File: src/rtl/msk_tof_sched_pkg.sv
// Shared sizing helpers for the masked Toffoli scheduler: randomness width,
// requester-id width and the placement of each requester's share lane.
package msk_tof_sched_pkg;

  function automatic int hpc2rnd(input int shares);
    return (shares * (shares - 1)) / 2;
  endfunction

  function automatic int idw(input int nreq);
    return (nreq > 2) ? $clog2(nreq) : 1;
  endfunction

  // Lowest bit of requester k's d-share lane inside a packed request bus.
  function automatic int lane_lo(input int k, input int shares);
    return k * shares;
  endfunction

endpackage

File: src/rtl/MSKand_hpc2o_tof.sv
// HPC2 masked Toffoli gadget: out = (ina AND inb) XOR inc, share-wise.
// inb and rnd arrive one cycle before ina/inc/inb_prev; out is registered.
module MSKand_hpc2o_tof #(
  parameter int d = 2
) (
  input  logic [d-1:0]             ina,
  input  logic [d-1:0]             inb,
  input  logic [d-1:0]             inb_prev,
  input  logic [d-1:0]             inc,
  input  logic [d*(d-1)/2-1:0]     rnd,
  input  logic                     clk,
  output logic [d-1:0]             out
);

  localparam logic [d-1:0] ONE = {{(d-1){1'b0}}, 1'b1};

  wire [d-1:0] out_w;

  for (genvar i = 0; i < d; i++) begin : g_sh
    localparam logic [d-1:0] OFF = ~(ONE << i);

    wire  [d-1:0] r_row;
    logic [d-1:0] r_q, br_q, u_q, w_q;
    logic         own_q;

    // r_ij == r_ji; pair (lo,hi) maps onto one bit of the triangular rnd word.
    for (genvar j = 0; j < d; j++) begin : g_r
      if (j == i) begin : g_diag
        assign r_row[j] = 1'b0;
      end else begin : g_off
        localparam int LO = (i < j) ? i : j;
        localparam int HI = (i < j) ? j : i;
        localparam int RI = LO*d - (LO*(LO+1))/2 + (HI-LO-1);
        assign r_row[j] = rnd[RI];
      end
    end

    always_ff @(posedge clk) begin
      r_q   <= r_row;
      br_q  <= (inb ^ r_row) & OFF;
      u_q   <= {d{~ina[i]}} & r_q;
      w_q   <= {d{ina[i]}} & br_q;
      own_q <= (ina[i] & inb_prev[i]) ^ inc[i];
    end

    assign out_w[i] = own_q ^ (^u_q) ^ (^w_q);
  end

  assign out = out_w;

endmodule

File: src/rtl/msk_rr_arb.sv
// Round-robin arbiter: grants the first requesting index at or above the
// pointer (with wrap-around) and advances the pointer past the winner.
module msk_rr_arb
  import msk_tof_sched_pkg::*;
#(
  parameter  int NREQ = 4,
  localparam int IDW  = idw(NREQ)
) (
  input  logic            clk,
  input  logic            rst,
  input  logic [NREQ-1:0] req,
  input  logic            en,
  output logic [NREQ-1:0] gnt,
  output logic [IDW-1:0]  gnt_idx
);

  logic [IDW-1:0] p;
  logic [IDW:0]   cand;
  logic           found;

  // NOTE: every variable gets a default before the search loop, so no path
  // through this block leaves one unassigned and no latch is inferred.
  always_comb begin
    gnt     = '0;
    gnt_idx = '0;
    found   = 1'b0;
    cand    = '0;
    for (int i = 0; i < NREQ; i++) begin
      cand = {1'b0, p} + (IDW+1)'(i);
      if (cand >= (IDW+1)'(NREQ)) cand = cand - (IDW+1)'(NREQ);
      if (en && !found && req[cand[IDW-1:0]]) begin
        found                 = 1'b1;
        gnt[cand[IDW-1:0]]    = 1'b1;
        gnt_idx               = cand[IDW-1:0];
      end
    end
  end

  // NOTE: blocking assignments above evaluate in order within one cycle;
  // the non-blocking update here lets every flop sample pre-edge values.
  always_ff @(posedge clk) begin
    if (rst)       p <= '0;
    else if (|gnt) p <= (gnt_idx == IDW'(NREQ-1)) ? '0 : gnt_idx + 1'b1;
  end

endmodule

File: src/rtl/msk_tof_sched.sv
// Round-robin scheduler sharing one HPC2 Toffoli gadget among NREQ
// requesters; each accepted request returns its id with fixed latency 3.
module msk_tof_sched
  import msk_tof_sched_pkg::*;
#(
  parameter  int d       = 2,
  parameter  int NREQ    = 4,
  localparam int HPC2RND = hpc2rnd(d),
  localparam int IDW     = idw(NREQ)
) (
  input  logic                clk,
  input  logic                rst,
  input  logic [NREQ-1:0]     req_valid,
  output logic [NREQ-1:0]     req_ready,
  input  logic [NREQ*d-1:0]   req_a,
  input  logic [NREQ*d-1:0]   req_b,
  input  logic [NREQ*d-1:0]   req_c,
  input  logic                rnd_valid,
  output logic                rnd_ready,
  input  logic [HPC2RND-1:0]  rnd,
  output logic                out_valid,
  output logic [IDW-1:0]      out_id,
  output logic [d-1:0]        out,
  output logic                busy
);

  logic [d-1:0]       lane_a [NREQ];
  logic [d-1:0]       lane_b [NREQ];
  logic [d-1:0]       lane_c [NREQ];
  logic [IDW-1:0]     gnt_idx;
  logic               accept;

  logic [d-1:0]       a0, b0, c0, a1, b1, c1;
  logic [HPC2RND-1:0] rnd0;
  logic               v0, v1, v2;
  logic [IDW-1:0]     id0, id1, id2;

  for (genvar k = 0; k < NREQ; k++) begin : g_lane
    assign lane_a[k] = req_a[lane_lo(k, d) +: d];
    assign lane_b[k] = req_b[lane_lo(k, d) +: d];
    assign lane_c[k] = req_c[lane_lo(k, d) +: d];
  end

  // Issue needs both a request and a fresh rnd word; reset blocks both grants.
  msk_rr_arb #(.NREQ(NREQ)) u_arb (
    .clk     (clk),
    .rst     (rst),
    .req     (req_valid),
    .en      (rnd_valid & ~rst),
    .gnt     (req_ready),
    .gnt_idx (gnt_idx)
  );

  assign accept    = |req_ready;
  assign rnd_ready = accept;

  // NOTE: share-carrying registers are deliberately left without reset; only
  // the valid/id control path is reset, so no reset net touches share data.
  always_ff @(posedge clk) begin
    if (accept) begin
      a0   <= lane_a[gnt_idx];
      b0   <= lane_b[gnt_idx];
      c0   <= lane_c[gnt_idx];
      rnd0 <= rnd;
    end
    a1 <= a0;
    b1 <= b0;
    c1 <= c0;
  end

  always_ff @(posedge clk) begin
    if (rst) begin
      v0  <= 1'b0;
      v1  <= 1'b0;
      v2  <= 1'b0;
      id0 <= '0;
      id1 <= '0;
      id2 <= '0;
    end else begin
      v0  <= accept;
      v1  <= v0;
      v2  <= v1;
      if (accept) id0 <= gnt_idx;
      id1 <= id0;
      id2 <= id1;
    end
  end

  // b leads by one cycle; a, c and the delayed b meet the registered b^r terms.
  MSKand_hpc2o_tof #(.d(d)) u_gadget (
    .ina      (a1),
    .inb      (b0),
    .inb_prev (b1),
    .inc      (c1),
    .rnd      (rnd0),
    .clk      (clk),
    .out      (out)
  );

  assign out_valid = v2;
  assign out_id    = id2;
  assign busy      = v0 | v1 | v2;

endmodule

File: config.mk
export PLATFORM = sky130hd
export DESIGN_NAME = msk_tof_sched
export DESIGN_NICKNAME = d
export VERILOG_FILES = /design/src/rtl/msk_tof_sched_pkg.sv /design/src/rtl/MSKand_hpc2o_tof.sv /design/src/rtl/msk_rr_arb.sv /design/src/rtl/msk_tof_sched.sv
export SDC_FILE = /design/constraint.sdc
export NUM_CORES = 1
export LEC_CHECK = 0
export CORE_ASPECT_RATIO = 2
export CORE_MARGIN = 3
export CORE_UTILIZATION = 52
export DETAILED_ROUTE_END_ITERATION = 8
export PLACE_DENSITY = 0.94
export SLEW_MARGIN = 10
export SYNTH_ARGS = -nofsm -noshare
export SYNTH_HDL_FRONTEND = slang
export SYNTH_SLANG_ARGS = --single-unit
File: constraint.sdc
create_clock -name clk -period 4.95 [get_ports clk]
set_input_delay 0.99 -clock clk [delete_from_list [all_inputs] [get_ports clk]]
set_output_delay 0.99 -clock clk [all_outputs]
set_load 0.01 [all_outputs]
==> results.json <==
{
  "outcome": "completed",
  "async_flop_share_pct": 0,
  "cts_resized": 0,
  "cap_violations": 0,
  "path_class": "input pin to output pin",
  "antenna_found_initial": 0,
  "max_stage_delay_ns": 0.58,
  "cts.clk_slew.worst_paths_ns": 0.06,
  "crit_fanout": 8,
  "overflow": 0,
  "cp_num_buf_inv": 2,
  "die_area_um2": 3960,
  "required_ns": 3.96,
  "hold_violations": 0,
  "die_h_um": 86.0,
  "via_per_inst": 5.82,
  "period_needed_ns": 4.49,
  "cp-start-kind": "input pin",
  "crit_path_end_kind": "output pin",
  "syn-num-nets": 181,
  "maxSlewViolCount": 0,
  "num_antenna_cells": 0,
  "clockBufferDepth": 2,
  "core_area_um2": 3010,
  "synth_cell_types": 43,
  "rows": 28,
  "drt_iter0_drc": 32,
  "place.gp.congestion": 0.869,
  "final_antenna_net_count": 0,
  "placed_area_um2": 2100,
  "drtPass1Iterations": 4,
  "cts_root_buffer": "clkbuf_8",
  "die_x_um": 46.0,
  "start_util_pct": 55.3,
  "ys_ff_latch": 33,
  "tns_ns": 0,
  "layout-drive-gt1-share_pct": 11.4,
  "ir_drop_uv": 318,
  "syn_avg_cell_area_um2": 11.5,
  "drc": 0,
  "synth_ff_type": "dfxtp_1",
  "hold_path.class": "flop to flop",
  "holdBufCountCts": 0,
  "grt_pass1_vias": 1279,
  "io_buffers": 42,
  "synth-edff-count": 7,
  "ys_seq_area_share_pct": 43.9,
  "grt_max_degree": 15,
  "layout.nets": 228,
  "fin_skew_ns": 0.00429,
  "relSlewSlack_pct": 56.7,
  "cts_tree": "done",
  "cts_buffers": 5,
  "postCtsSetupBuffers": 0,
  "drt-total-wl_mm": 3.32,
  "min_period_over_period_pct": 90.7,
  "clock_latency_ns": 0.28,
  "grt_pass1_wl_mm": 5.36,
  "io_pins": 43,
  "syn_to_final_growth_pct": 31.2,
  "p_per_area_nw_per_um2": 470,
  "grt_usage_pct": 18.3,
  "cp_common_cell": "clkdlybuf4s50_1",
  "clkSinkCount": 33,
  "yosysWarnings": 0,
  "power_uw": 1030,
  "setup_viol": 0,
  "power_leakage_uw": 0.000888,
  "rsz0062_at_grt": "false",
  "dp_hpwl_mm": 2.62,
  "via_count": 1297,
  "worstPathArrival_ns": 3.50,
  "netlist_area_um2": 1670,
  "h-tree-depth": 2,
  "max_freq_ghz": 0.223,
  "wl_per_cell_um": 14.9,
  "crit_slowest_cell": "clkdlybuf4s50_1",
  "netlist_instances": 145,
  "worstMarginPinSlew_ns": 0.648,
  "final_cell_area_um2": 2180,
  "worstPathCellList": "clkdlybuf4s50_1 > mux4_2 > a311oi_4 > a32oi_1 > o21ai_0 > clkdlybuf4s50_1",
  "cp_top_family": "buffers and inverters"
}
## worst paths after layout
check / from / end / slack (ns) / depth (start not counted)
hold reg to reg: a0[1] / a1[1] / 0.34 / 0
setup / recovery: req_valid[1] / req_ready[3] / 0.46 / 6
setup reg to reg: u_arb.p[0] / b0[1] / 1.49 / 9
hold / removal: a0[1] / a1[1] / 0.34 / 0
## worst register-to-register path, stage by stage (launching register included)
cell	delay, ns
dfxtp_1	0.74
inv_1	0.15
ha_1	0.45
and3b_1	0.20
a211oi_1	0.07
a311oi_4	0.55
o21bai_2	0.17
a22oi_4	0.50
mux2i_1	0.28
mux2i_1	0.10
## through the flow
step                setup slack, ns  std cells  utilization [%]  hold WS, ns
floorplan                      1.52        145                -        0.323
global placement              0.569        215             69.6        0.324
detailed placement            0.465        215             69.6        0.328
CTS                           0.470        223             72.5        0.342
global route                  0.361        223             72.5        0.348
finish                        0.463        223             72.5        0.342
## state kept, by name, summed over array words and instances, names as in the netlist, 2 cells and up
register             flops
b1                       2
c1                       2
u_gadget.g_sh.br_q       2
id1                      2
u_gadget.g_sh.w_q        2
id0                      2
out_id                   2
b0                       2
a1                       2
u_gadget.g_sh.own_q      2
u_gadget.g_sh.u_q        2
u_arb.p                  2
c0                       2
a0                       2
## cells by family after synthesis
kind of cell | count (synthesis) | synth area share, %
flops | 33 | 43.9
simple gates | 43 | 14.1
xor+xnor | 9 | 4.73
buf+inv | 7 | 3.08
mux | 26 | 18.3
fa+ha+maj | 4 | 3.01
compound gates | 23 | 12.9
## layout make-up
| cell class | instances | area (µm²) |
|---|---|---|
| clock inverter | 3 | 17.5 |
| clock buffer | 5 | 68.8 |
| inverter | 3 | 11.3 |
| multi-input combinational | 105 | 883 |
| fill | 225 | 828 |
| tap | 30 | 37.5 |
| timing repair buffer | 44 | 435 |
| sequential | 33 | 731 |
## routing by layer
layer / up-vias / track usage (%) / wire length (µm)
met5: - / 0 / 0
met4: 0 / 9.59 / 110
met3: 13 / 4.41 / 172
met2: 60 / 32.3 / 1880
met1: 599 / 18.2 / 1150
li1: 625 / - / -
## cells in the final DEF (no fill, tap or decap), types with 5 or more instances in the layout
cell             Yosys  layout
mux2i_1             21      21
nor2b_1              9       9
edfxtp_1             7       7
clkdlybuf4s50_1      0      42
nor2_1              12      12
nand2_1              9       9
clkbuf_8             0       5
xnor2_1              7       7
dfxtp_1             26      26
## report_power, final
group | switching, µW | total [µW] | internal (µW)
registers | 47.0 | 407 | 360
clock network | 93.4 | 190 | 96.8
logic | 201 | 429 | 228
total | 341 | 1030 | 685
## cells in the mapped netlist, types with 2 or more instances
cell type | number | area, µm²
and2_1 | 2 | 12.5
inv_1 | 3 | 11.3
a22oi_1 | 4 | 30.0
nor3_1 | 2 | 10.0
nand2_1 | 9 | 33.8
nor2_1 | 12 | 45.0
mux4_2 | 2 | 45.0
nor2b_1 | 9 | 56.3
mux2i_1 | 21 | 210
ha_1 | 4 | 50.1
mux2_2 | 2 | 22.5
xnor2_1 | 7 | 61.3
o21ai_0 | 3 | 15.0
edfxtp_1 | 7 | 210
a32oi_1 | 3 | 26.3
xor2_1 | 2 | 17.5
dfxtp_1 | 26 | 521
a211oi_1 | 2 | 15.0
No activity file was read; power rests on OpenSTA's default activity.
